$ cat src/rtl/picovid_pkg.sv
// Shared types and constants for the picovid capture-channel poller.
package picovid_pkg;

    typedef enum logic [1:0] {
        IDLE    = 2'd0,
        BYTE    = 2'd1,
        RELEASE = 2'd2
    } state_t;

    localparam logic [2:0] PADD_IDLE = 3'd7;
    localparam logic [2:0] PADD_ACK  = 3'd0;

    localparam int ADDR_W   = 24;
    localparam int DATA_W   = 16;
    localparam int POLL_LEN = 5;

    // Address 0 releases the capture device, so it is always read last.
    localparam logic [2:0] POLL_SEQ [0:POLL_LEN-1] = '{3'd1, 3'd2, 3'd3, 3'd4, PADD_ACK};
    localparam logic [2:0] IDX_LAST = 3'(POLL_LEN - 1);

endpackage

$ cat src/rtl/picovid_sync.sv
// Two-flop synchronizer for the open-drain ready line; idles high like the pull-up.
module picovid_sync (
    input  logic CLK,
    input  logic RESET,
    input  logic d,
    output logic q
);

    logic meta;

    always_ff @(posedge CLK) begin
        if (RESET) begin
            meta <= 1'b1;
            q    <= 1'b1;
        end else begin
            meta <= d;
            q    <= meta;
        end
    end

endmodule

$ cat src/rtl/picovid_poller.sv
// Polls a latched 68k write out of the picovid capture device byte by byte and
// presents it as a single-entry valid/ready record stream.
module picovid_poller
    import picovid_pkg::*;
#(
    parameter int SETTLE  = 4,
    parameter int TIMEOUT = 255
) (
    input  logic              CLK,
    input  logic              RESET,
    input  logic              rts_n,
    input  logic [7:0]        poll_d,
    output logic [2:0]        padd,
    output logic              rec_valid,
    input  logic              rec_ready,
    output logic [ADDR_W-1:0] rec_addr,
    output logic [DATA_W-1:0] rec_data,
    output logic              busy,
    output logic              err_timeout,
    output logic [1:0]        dbg_state
);

    // Stream handshake: a record transfers on any cycle where rec_valid and
    // rec_ready are both high; rec_valid and the record stay stable until then.

    localparam int SW = (SETTLE > 1) ? $clog2(SETTLE) : 1;
    localparam int TW = $clog2(TIMEOUT + 1);
    localparam logic [SW-1:0] SETTLE_LAST  = SW'(SETTLE - 1);
    localparam logic [TW-1:0] TIMEOUT_LAST = TW'(TIMEOUT - 1);

    state_t          state;
    logic            rts_s;
    logic [7:0]      poll_q;
    logic [2:0]      idx;
    logic [SW-1:0]   settle_cnt;
    logic [TW-1:0]   tmo_cnt;
    logic [7:0]      addr_hi, addr_mid, addr_lo, data_hi, data_lo;

    picovid_sync u_rts_sync (
        .CLK   (CLK),
        .RESET (RESET),
        .d     (rts_n),
        .q     (rts_s)
    );

    assign dbg_state = state;

    always_ff @(posedge CLK) begin
        if (RESET) begin
            state       <= IDLE;
            padd        <= PADD_IDLE;
            rec_valid   <= 1'b0;
            rec_addr    <= '0;
            rec_data    <= '0;
            busy        <= 1'b0;
            err_timeout <= 1'b0;
            poll_q      <= '0;
            idx         <= '0;
            settle_cnt  <= '0;
            tmo_cnt     <= '0;
            addr_hi     <= '0;
            addr_mid    <= '0;
            addr_lo     <= '0;
            data_hi     <= '0;
            data_lo     <= '0;
        end else begin
            poll_q <= poll_d;

            if (rec_valid && rec_ready) begin
                rec_valid <= 1'b0;
            end

            case (state)
                IDLE: begin
                    padd <= PADD_IDLE;
                    // Registered rec_valid: a consumed record frees the slot one cycle later.
                    if (!rts_s && !rec_valid) begin
                        state      <= BYTE;
                        idx        <= '0;
                        settle_cnt <= '0;
                        padd       <= POLL_SEQ[0];
                        busy       <= 1'b1;
                    end
                end

                BYTE: begin
                    if (settle_cnt == SETTLE_LAST) begin
                        settle_cnt <= '0;
                        case (padd)
                            3'd1:    addr_mid <= poll_q;
                            3'd2:    addr_lo  <= poll_q;
                            3'd3:    data_hi  <= poll_q;
                            3'd4:    data_lo  <= poll_q;
                            default: addr_hi  <= poll_q;
                        endcase
                        if (idx != IDX_LAST) begin
                            idx  <= idx + 3'd1;
                            padd <= POLL_SEQ[idx + 3'd1];
                        end else begin
                            state   <= RELEASE;
                            tmo_cnt <= '0;
                        end
                    end else begin
                        settle_cnt <= settle_cnt + 1'b1;
                    end
                end

                RELEASE: begin
                    // Waiting for rts_s high keeps the stale low level from re-triggering a poll.
                    if (rts_s || (tmo_cnt == TIMEOUT_LAST)) begin
                        if (!rts_s) begin
                            err_timeout <= 1'b1;
                        end
                        padd      <= PADD_IDLE;
                        rec_addr  <= {addr_hi, addr_mid, addr_lo[7:1], 1'b0};
                        rec_data  <= {data_hi, data_lo};
                        rec_valid <= 1'b1;
                        busy      <= 1'b0;
                        state     <= IDLE;
                    end else begin
                        tmo_cnt <= tmo_cnt + 1'b1;
                    end
                end

                default: begin
                    state <= IDLE;
                    padd  <= PADD_IDLE;
                    busy  <= 1'b0;
                end
            endcase
        end
    end

endmodule

$ cat config.mk
export PLATFORM = sky130hd
export DESIGN_NAME = picovid_poller
export DESIGN_NICKNAME = d
export VERILOG_FILES = /design/src/rtl/picovid_pkg.sv /design/src/rtl/picovid_sync.sv /design/src/rtl/picovid_poller.sv
export SDC_FILE = /design/constraint.sdc
export NUM_CORES = 1
export LEC_CHECK = 0
export ABC_CLOCK_PERIOD_IN_PS = 2250
export CORE_ASPECT_RATIO = 1.2
export CORE_MARGIN = 2
export CORE_UTILIZATION = 46
export DETAILED_ROUTE_END_ITERATION = 8
export PLACE_DENSITY = 0.68
export SLEW_MARGIN = 20
export SYNTH_ARGS = -nofsm -noshare
export SYNTH_HDL_FRONTEND = slang
export SYNTH_SLANG_ARGS = --single-unit
$ cat constraint.sdc
create_clock -name CLK -period 2.25 [get_ports CLK]
set_input_delay 0.3375 -clock CLK [delete_from_list [all_inputs] [get_ports CLK]]
set_output_delay 0.3375 -clock CLK [all_outputs]
set_load 0.005 [all_outputs]
* After elaboration in Yosys (flattened, before gate mapping)
Memory sizes are Yosys's and may differ from the RTL's.
Index checks and enable logic that the tools add are counted.
Widths: inputs -> output; s select.
** Storage, ports and cells
- Register bits after elaboration :: 110
- Memory bits (read-only) :: 24
- Bits of input ports :: 12
- Output and inout port bits :: 48
- Word-level logic and storage cells :: 93
- Memories kept :: 1
** Memory list
- (name not given) :: words 8, width 3, read ports 1, clocked after Yosys merged registers in 0, wr ports 0, RTL line picovid_poller.sv:98 : padd <= POLL_SEQ[idx + 3'd1];
** Operators by class
- Add/subtract/negate cells :: 3
- Order comparisons :: 1
- Eq/ne operators :: 15
- Multiplexer cells :: 29
- Bitwise operators :: 4
- Reduce and logical (&&, ||, !) cells :: 22
** Operators by type and width (count)
- $mux 3 :: 9
- $mux 8 :: 3
- $reduce_and 3->1 :: 8
- $pmux 8 s2 :: 1
- $mux 2 :: 6
- $ne 2x2->1 const B :: 6
- $reduce_and 4->1 :: 3
- $pmux 3 s3 :: 1
- $add 8x1->8 const B :: 1
- $eq 8x8->1 const B :: 1
- $eq 3x2->1 const B :: 2
- $pmux 2 s3 :: 1
- $pmux 3 s2 :: 1
- $mux 1 :: 5
- $eq 2x2->1 const B :: 2
- $ge 4x4->1 const B :: 1
- $not 3->4 :: 1
- $pmux 2 s2 :: 1
- $reduce_and 2->1 :: 2
- $reduce_bool 2->1 :: 2
- $reduce_or 4->1 :: 1
- $add 3x1->3 const B :: 1
- $eq 3x1->1 const B :: 1
- $eq 3x3->1 const B :: 1
- other kinds (9) :: 13

* Logic depth before layout (Yosys ltp)
Gate-level depths: netlist of run 1.
- Depth in word-level cells :: 8
- Gate-level depth with buffers :: 9
- Mapped depth without buffers :: 6

* Cells and area by module
From an unflattened synthesis of run 1, not the netlist that was laid out.
** Unflattened totals
- Cell total of the unflattened synthesis :: 466
- Area, all modules :: 4314.1 sq um
** Modules (own cells, without submodules)
- picovid_poller :: instances 1, cells each 462, area each 4261.6 sq um, seq. area each 2142.1 sq um
- picovid_sync :: instances 1, cells each 4, area each 52.6 sq um, seq. area each 40.0 sq um

* Worst setup path after synthesis of run 1
No wires, ideal clock.
- Kind :: register -> register
- From :: register idx[0]
- To :: register idx[1]
- Data arrival time :: 1.712 ns
- Required time :: 2.185 ns
- Slack :: 0.473 ns
- Cell stages (with the launch flop) :: 7
- Buffers on the path :: 0
- Path through :: dfxtp_1 > inv_1 > ha_1 > a21bo_2 > a211oi_2 > mux2_2 > nor2_1
** Between the ends
- Longest elaborated chain between the ends :: 4
- Elaborated cells between the ends (all ways) :: 7
- Those cells by class :: 1 x add/sub; 2 x eq/ne; 3 x mux; 1 x reduce/logical
** Ends and longest elaborated chain
- start: declaration :: RTL line picovid_poller.sv:34 : logic [2:0] idx;
- start signal: assignment :: RTL line picovid_poller.sv:97 : idx <= idx + 3'd1;
- $add 3x1->3 :: RTL line picovid_poller.sv:97
- $mux 3 :: RTL line picovid_poller.sv:96 : if (idx != IDX_LAST) begin
- $mux 3 :: RTL line picovid_poller.sv:87 : if (settle_cnt == SETTLE_LAST) begin
- $pmux 3 s2 :: RTL line picovid_poller.sv:73 : case (state)
Several ways; a longest one is shown, not always the timed one. The select of a mux whose other input is x is not followed.
A chain may end at the register's enable or synchronous reset.

* Final worst setup path of run 1
Ends and elaborated chain as after synthesis.

==> results.cfg, run 1 <==
[floorplan]
initial_core_util_pct = 47.7
ios = 60
fp.dieH_um = 113
core_um2 = 9610
die_area_um2 = 10800
die_w_um = 95.2
row_count = 39

[grt]
overflow = 0
antenna_found_initial = 0
grt_usage_pct = 17.0
grt_max_degree = 79
grt_pass1_wl_um = 14300
grt_pass1_vias = 2961

[sta]
slew_viol_final = 0
post-route-period-util_pct = 86.2
hold_viol_final = 0
setup_viol_count_final = 0
final.setup_skew_ps = 7.29
finalSetupTns_ps = 0
tightest_slew_ps = 676
slew_headroom_pct = 54.9
worst_slack_ps = 309
grt_setup_unrepaired = no
fmax_ghz = 0.515
period_needed_ps = 1940

[logic_synthesis]
seq_area_frac_synth_pct = 47.6
syn_inst = 450
ys_dominant_reg_cell = dfxtp_1
syn-cell-area_um2 = 4590
yosysUniqueCellTypes = 53
synthArstFlopShare_pct = 0
synth_warnings = 0
synthTopCellsByArea = dfxtp_1, mux2i_1, nand2b_1, nor2_1, ha_1
synth_edf_count = 0
syn_area_per_cell_um2 = 10.2
syn_nets = 468
synth_top_cell_by_area = dfxtp_1
ys_ff_latch = 109
synth_top_area_share_pct = 47.6

[drt]
num_vias = 3085
route.detailed.drc = 0
dr.first_iter.drc_count = 85
dr.pass1.iters = 6
routed_wl_um = 8690
antenna_left = 0
via_per_inst = 4.94
drt-wirelength-per-cell_um = 13.9

[clock_tree]
ctsResizeCount = 0
cts_made_buffers = 9
root_buffer = clkbuf_16
htree_levels = 3
cts_setup_buffers = 0
cts_tree = yes
insertion_delay_ps = 340
clk_pin_slew_ps = 70
cts_sinks = 109
hold_buffers = 0
clk_path_buf_depth = 2

[finish]
layoutNonFillerInstCount = 625
final-seq-area_um2 = 2180
final_nets = 517
multi_input_area_um2 = 2250
syn_to_final_growth_pct = 22.5
fillCellCount = 840
diodes = 0
drive_above_1_share_pct = 8.57

[critical_path]
end_kind = flip-flop
crit_fanout = 6
worstPathCellList = inv_1, ha_1, a21bo_2, a211oi_2, mux2_2, nor2_1
crit_type = reg2reg
critPathSlowestCell = a211oi_2
start_kind = flip-flop
required_ps = 2530
cpPeakStageDelay_ps = 440
critPathArrivalTime_ps = 2220

[pwr]
ir_drop_v = 0.000367
power.leakage_nw = 2.08
fin_total_pwr_w = 0.00397
powerDensity_nw_per_um2 = 707

[place]
portBuffers = 58
gp_congestion = 0.761
place_inst = 611
dp_hpwl_um = 5740
preCtsSetupSlack_ps = 307

[outcome]
status = finished, final reports clean

[flow_run]
maxCapViolCount = 0

[hold_path]
hold_class = reg2reg
-- worst max-delay path: cells and delay by family, from the launching register on --
| kind | cells | cell delay, ps |
|---|---|---|
| compound gates | 2 | 680 |
| fa+ha+maj | 1 | 250 |
| buf+inv | 1 | 90 |
| flops | 1 | 400 |
| mux | 1 | 380 |
| simple gates | 1 | 80 |
-- layout by cell type, fill, tap and decap left out, types with 3 or more instances in the layout --
master           count
o21ai_0              5
or2_2                4
nand2b_1            82
buf_12               3
dfxtp_1            109
nor3_1               3
nand3_1              3
clkdlybuf4s50_1     57
clkbuf_16            9
bufinv_16            4
xor2_1               4
a21oi_1              8
nor2_1              57
inv_1                3
mux2i_1             80
ha_1                 6
nor2b_1              9
buf_4                5
nand3_2              3
nand2_1              7
-- registers in the layout, indices dropped and copies added, names as in the netlist, 3 cells and up --
| register | cells |
|---|---|
| addr_hi | 8 |
| addr_lo | 7 |
| addr_mid | 8 |
| data_hi | 8 |
| data_lo | 8 |
| idx | 3 |
| padd | 3 |
| poll_q | 8 |
| rec_addr | 23 |
| rec_data | 16 |
| tmo_cnt | 8 |
-- logic make-up (layout without fill, tap and decap cells) --
family                   Yosys count  after routing  synth area share [%]
AO/OA/AOI/OAI                     35             35                  5.97
AND/OR/NAND/NOR                  182            182                  22.4
buffers and inverters             30             82                  3.46
flip-flops                       109            109                  47.6
adder cells (fa/ha/maj)            6              6                  1.64
XOR/XNOR                           6              6                  1.15
multiplexers                      81             81                  17.7
other                              1              1                0.0817
-- final timing paths --
| check | to | slack [ps] | startpoint | depth (start not counted) |
|---|---|---|---|---|
| min reg2reg | u_rts_sync.q | 410 | u_rts_sync.meta | 1 |
| max reg2reg | idx[1] | 310 | idx[0] | 6 |
| min | u_rts_sync.q | 410 | u_rts_sync.meta | 1 |
| max | idx[1] | 310 | idx[0] | 6 |
-- cell type report --
type / instances / area share (%)
multi-input cells: 311 / 40.1
repair buffers: 65 / 11.9
clock inverters: 5 / 2.23
flip-flops and latches: 109 / 38.8
inverters: 3 / 0.200
clock buffers: 9 / 4.01
well taps: 123 / 2.74
-- layer usage --
| metal | up-vias | wire [µm] | global-route usage (%) |
|---|---|---|---|
| met5 | - | 0 | 0 |
| met4 | 0 | 78 | 5.80 |
| met3 | 6 | 285 | 3.96 |
| met2 | 52 | 3970 | 27.1 |
| met1 | 1426 | 4360 | 22.7 |
| li1 | 1601 | - | - |
-- cells in the mapped netlist, types with 2 or more instances --
library cell    n
nand3_2         3
nor2_1         57
a21oi_1         8
and3_1          2
o21ai_0         5
nand2_1         7
xor2_1          4
dfxtp_1       109
clkbuf_1       16
buf_4           5
a22oi_1         2
o211ai_1        2
nor2b_1         9
buf_2           3
or3_1           2
nor4b_1         2
ha_1            6
a41oi_1         2
nand3_1         3
xnor2_1         2
or2_2           4
mux2i_1        80
inv_1           3
nand2b_1       82
nor3_1          3
o21a_1          2
-- power breakdown --
group | switching (W) | internal [W]
Clock | 0.000678 | 0.00119
Combinational | 0.0000583 | 0.0000744
Sequential | 0.0000309 | 0.00194
Total | 0.000768 | 0.00320
-- through the flow --
step	utilization [%]	hold slack, ps	cell area [µm²]
after floorplan	-	389	4590
after global placement	54.8	398	5270
after detailed placement	54.8	402	5270
after CTS	58.5	416	5620
after global routing	58.5	435	5620
final	58.5	413	5620
(Power assumes the default switching activity.)
==> inputs of run 2 (changes only) <==
--- a/config.mk
+++ b/config.mk
@@ -5,12 +5,14 @@
 export SDC_FILE = /design/constraint.sdc
 export NUM_CORES = 1
 export LEC_CHECK = 0
+export ABC_AREA = 1
 export ABC_CLOCK_PERIOD_IN_PS = 2250
 export CORE_ASPECT_RATIO = 1.2
 export CORE_MARGIN = 2
 export CORE_UTILIZATION = 46
 export DETAILED_ROUTE_END_ITERATION = 8
-export PLACE_DENSITY = 0.68
+export PLACE_DENSITY = 0.69
+export RECOVER_POWER = 100
 export SLEW_MARGIN = 20
 export SYNTH_ARGS = -nofsm -noshare
 export SYNTH_HDL_FRONTEND = slang
==> results.cfg, run 2 <==
[outcome]
status = finished, final reports clean

[pwr]
powerDensity_nw_per_um2 = 864
share_comb_of_total_power_pct = 19.6
power.share.switching_pct = 30.0
ir_drop_v = 0.000596
p_switching_w = 0.00133
intPower_w = 0.00310
power_frac_seq_pct = 48.6
power.leakage_nw = 1.99
clockPowerShare_pct = 31.8

[drt]
antenna_left = 0
via_per_inst = 5.01
routed_wl_um = 9510
num_vias = 3602
route.detailed.drc = 0
dr.first_iter.drc_count = 263
dr.pass1.iters = 5
drt-wirelength-per-cell_um = 13.2

[hold_path]
hold_start = u_rts_sync.meta
hold_path_end = u_rts_sync.q
whs_path_depth = 1
hold_class = reg2reg

[finish]
diodes = 0
fillCellCount = 875
final_nets = 612
drive_above_1_share_pct = 6.18
final_cell_mix = dfxtp_1, a21oi_1, nand2_1
largest_reg_flops = 23
final_core_util_pct = 56.4
syn_to_final_growth_pct = 19.2
final_common_cell = dfxtp_1
top_register = rec_addr
reg.largest.list = rec_addr: 23 flops, rec_data: 16 flops

[grt]
grt_pass1_vias = 3368
overflow = 0
globalRouteMet2Util_pct = 34.9
antenna_found_initial = 0
grt_usage_pct = 19.9
use_met1_pct = 24.1
grt-busiest-layer = met2
grt_max_degree = 49
grt_pass1_wl_um = 15700
met3_usage_pct = 3.63

[sta]
setup_viol_count_final = 0
fmax_ghz = 0.509
hold_viol_final = 0
finalSetupTns_ps = 0
period_needed_ps = 1960
post-route-period-util_pct = 87.3
grt_setup_unrepaired = no
slew_headroom_pct = 28.2
tightest_slew_ps = 1080
slew_viol_final = 0
final.setup_skew_ps = 7.45

[logic_synthesis]
ys_ff_latch = 109
yosysUniqueCellTypes = 32
synthTopCellsByArea = dfxtp_1, a21oi_1, nand2_1, nand3_1, inv_1
synth_top_cell_by_area = dfxtp_1
syn_inst = 547
syn-cell-area_um2 = 4300
synth_warnings = 0
syn_nets = 565
seq_area_frac_synth_pct = 50.7
synth_most_common_cell = dfxtp_1
syn_area_per_cell_um2 = 7.86
synth_common_cells = dfxtp_1, a21oi_1, nand2_1, inv_1, nand3_1
synthArstFlopShare_pct = 0
ys_dominant_reg_cell = dfxtp_1
synth_top_area_share_pct = 50.7
synth_edf_count = 0

[critical_path]
end_kind = flip-flop
r2r-start = tmo_cnt[0]
critPathArrivalTime_ps = 2180
required_ps = 2470
ff2ff_path_depth = 10
start_kind = flip-flop
r2r_end = rec_data[15]
crit_fanout = 27
crit_type = reg2reg
r2r_slack_ps = 290

[floorplan]
fp.dieH_um = 110
ios = 60
die_area_um2 = 10100
initial_core_util_pct = 47.4
row_count = 38
die_w_um = 92.3
core_um2 = 9080

[clock_tree]
root_buffer = clkbuf_8
clk_pin_slew_ps = 90
insertion_delay_ps = 380
cts_sinks = 109
cts_tree = yes
clk_path_buf_depth = 2
cts_made_buffers = 9
cts_setup_buffers = 0
htree_levels = 3
hold_buffers = 0
ctsResizeCount = 0

[place]
gp_congestion = 0.764
portBuffers = 58
dp_hpwl_um = 6550

[flow_run]
maxCapViolCount = 0
run 2: cell types whose count changed in the layout (fill, tap and decap cells not counted), moves of 42 or more:
cell             delta
a21oi_1            +78
clkdlybuf4s50_1    -49
dlygate4sd3_1      +49
inv_1              +56
mux2i_1            -80
nand2_1            +75
nand2b_1           -82
nand3_1            +53
o21ai_0            +42
run 2: critical path, cell delays in order (launching register included):
cell	delay (ps)
dfxtp_1	350
inv_1	100
ha_1	140
nand2_1	50
nor2_1	230
nand2_4	110
nand2_4	240
nand2_1	110
clkbuf_4	280
nand2_1	110
a21oi_1	70
run 2: cell type report:
cell class | instances | area [µm²] | area share [%]
clock inverters | 4 | 95.1 | 1.86
flip-flops and latches | 109 | 2180 | 42.6
clock buffers | 12 | 145 | 2.83
inverters | 62 | 233 | 4.54
multi-input cells | 347 | 1700 | 33.2
well taps | 120 | 150 | 2.93
repair buffers | 65 | 617 | 12.0
run 2: how the worst max path moves through the flow:
stage	slack, ps	to	startpoint	cells past startpoint
after floorplan	830	rec_addr[10]	tmo_cnt[0]	10
after global placement	420	addr_mid[1]	settle_cnt[0]	6
after detailed placement	400	addr_mid[2]	settle_cnt[0]	6
after CTS	380	rec_addr[12]	tmo_cnt[0]	10
after global routing	80	rec_addr[11]	tmo_cnt[0]	10
final	290	rec_data[15]	tmo_cnt[0]	10
run 2: logic make-up after synthesis:
group | count (synthesis) | synth area share (%)
buffers and inverters | 91 | 9.02
AND/OR/NAND/NOR | 202 | 21.8
flip-flops | 109 | 50.7
adder cells (fa/ha/maj) | 6 | 1.75
AO/OA/AOI/OAI | 137 | 16.4
other | 1 | 0.0872
XOR/XNOR | 1 | 0.204
run 2: routing by layer:
| metal | vias to the layer above | part of all wire (%) |
|---|---|---|
| li1 | 1868 | - |
| met1 | 1638 | 46 |
| met2 | 83 | 48 |
| met3 | 13 | 3.6 |
| met4 | 0 | 1.9 |
| met5 | - | 0 |
run 2: power by group through the flow:
stage / registers (W) / logic, W / clock network (W)
5_1_grt: 0.00217 / 0.000976 / 0.00149
6_report: 0.00216 / 0.000867 / 0.00141
2_1_floorplan: 0.00218 / 0.000640 / 0
3_3_place_gp: 0.00220 / 0.000893 / 0
3_5_place_dp: 0.00220 / 0.000912 / 0
4_1_cts: 0.00216 / 0.000921 / 0.00143
run 2: stage by stage:
step | total power, W | setup WS (ps) | hold slack, ps | instances | instance area, µm²
2_1_floorplan | 0.00282 | 832 | 389 | 547 | 4300
3_3_place_gp | 0.00309 | 419 | 392 | 703 | 4920
3_5_place_dp | 0.00311 | 398 | 394 | 703 | 4920
4_1_cts | 0.00451 | 381 | 382 | 719 | 5160
5_1_grt | 0.00464 | 77.5 | 448 | 719 | 5130
6_report | 0.00443 | 287 | 417 | 719 | 5130
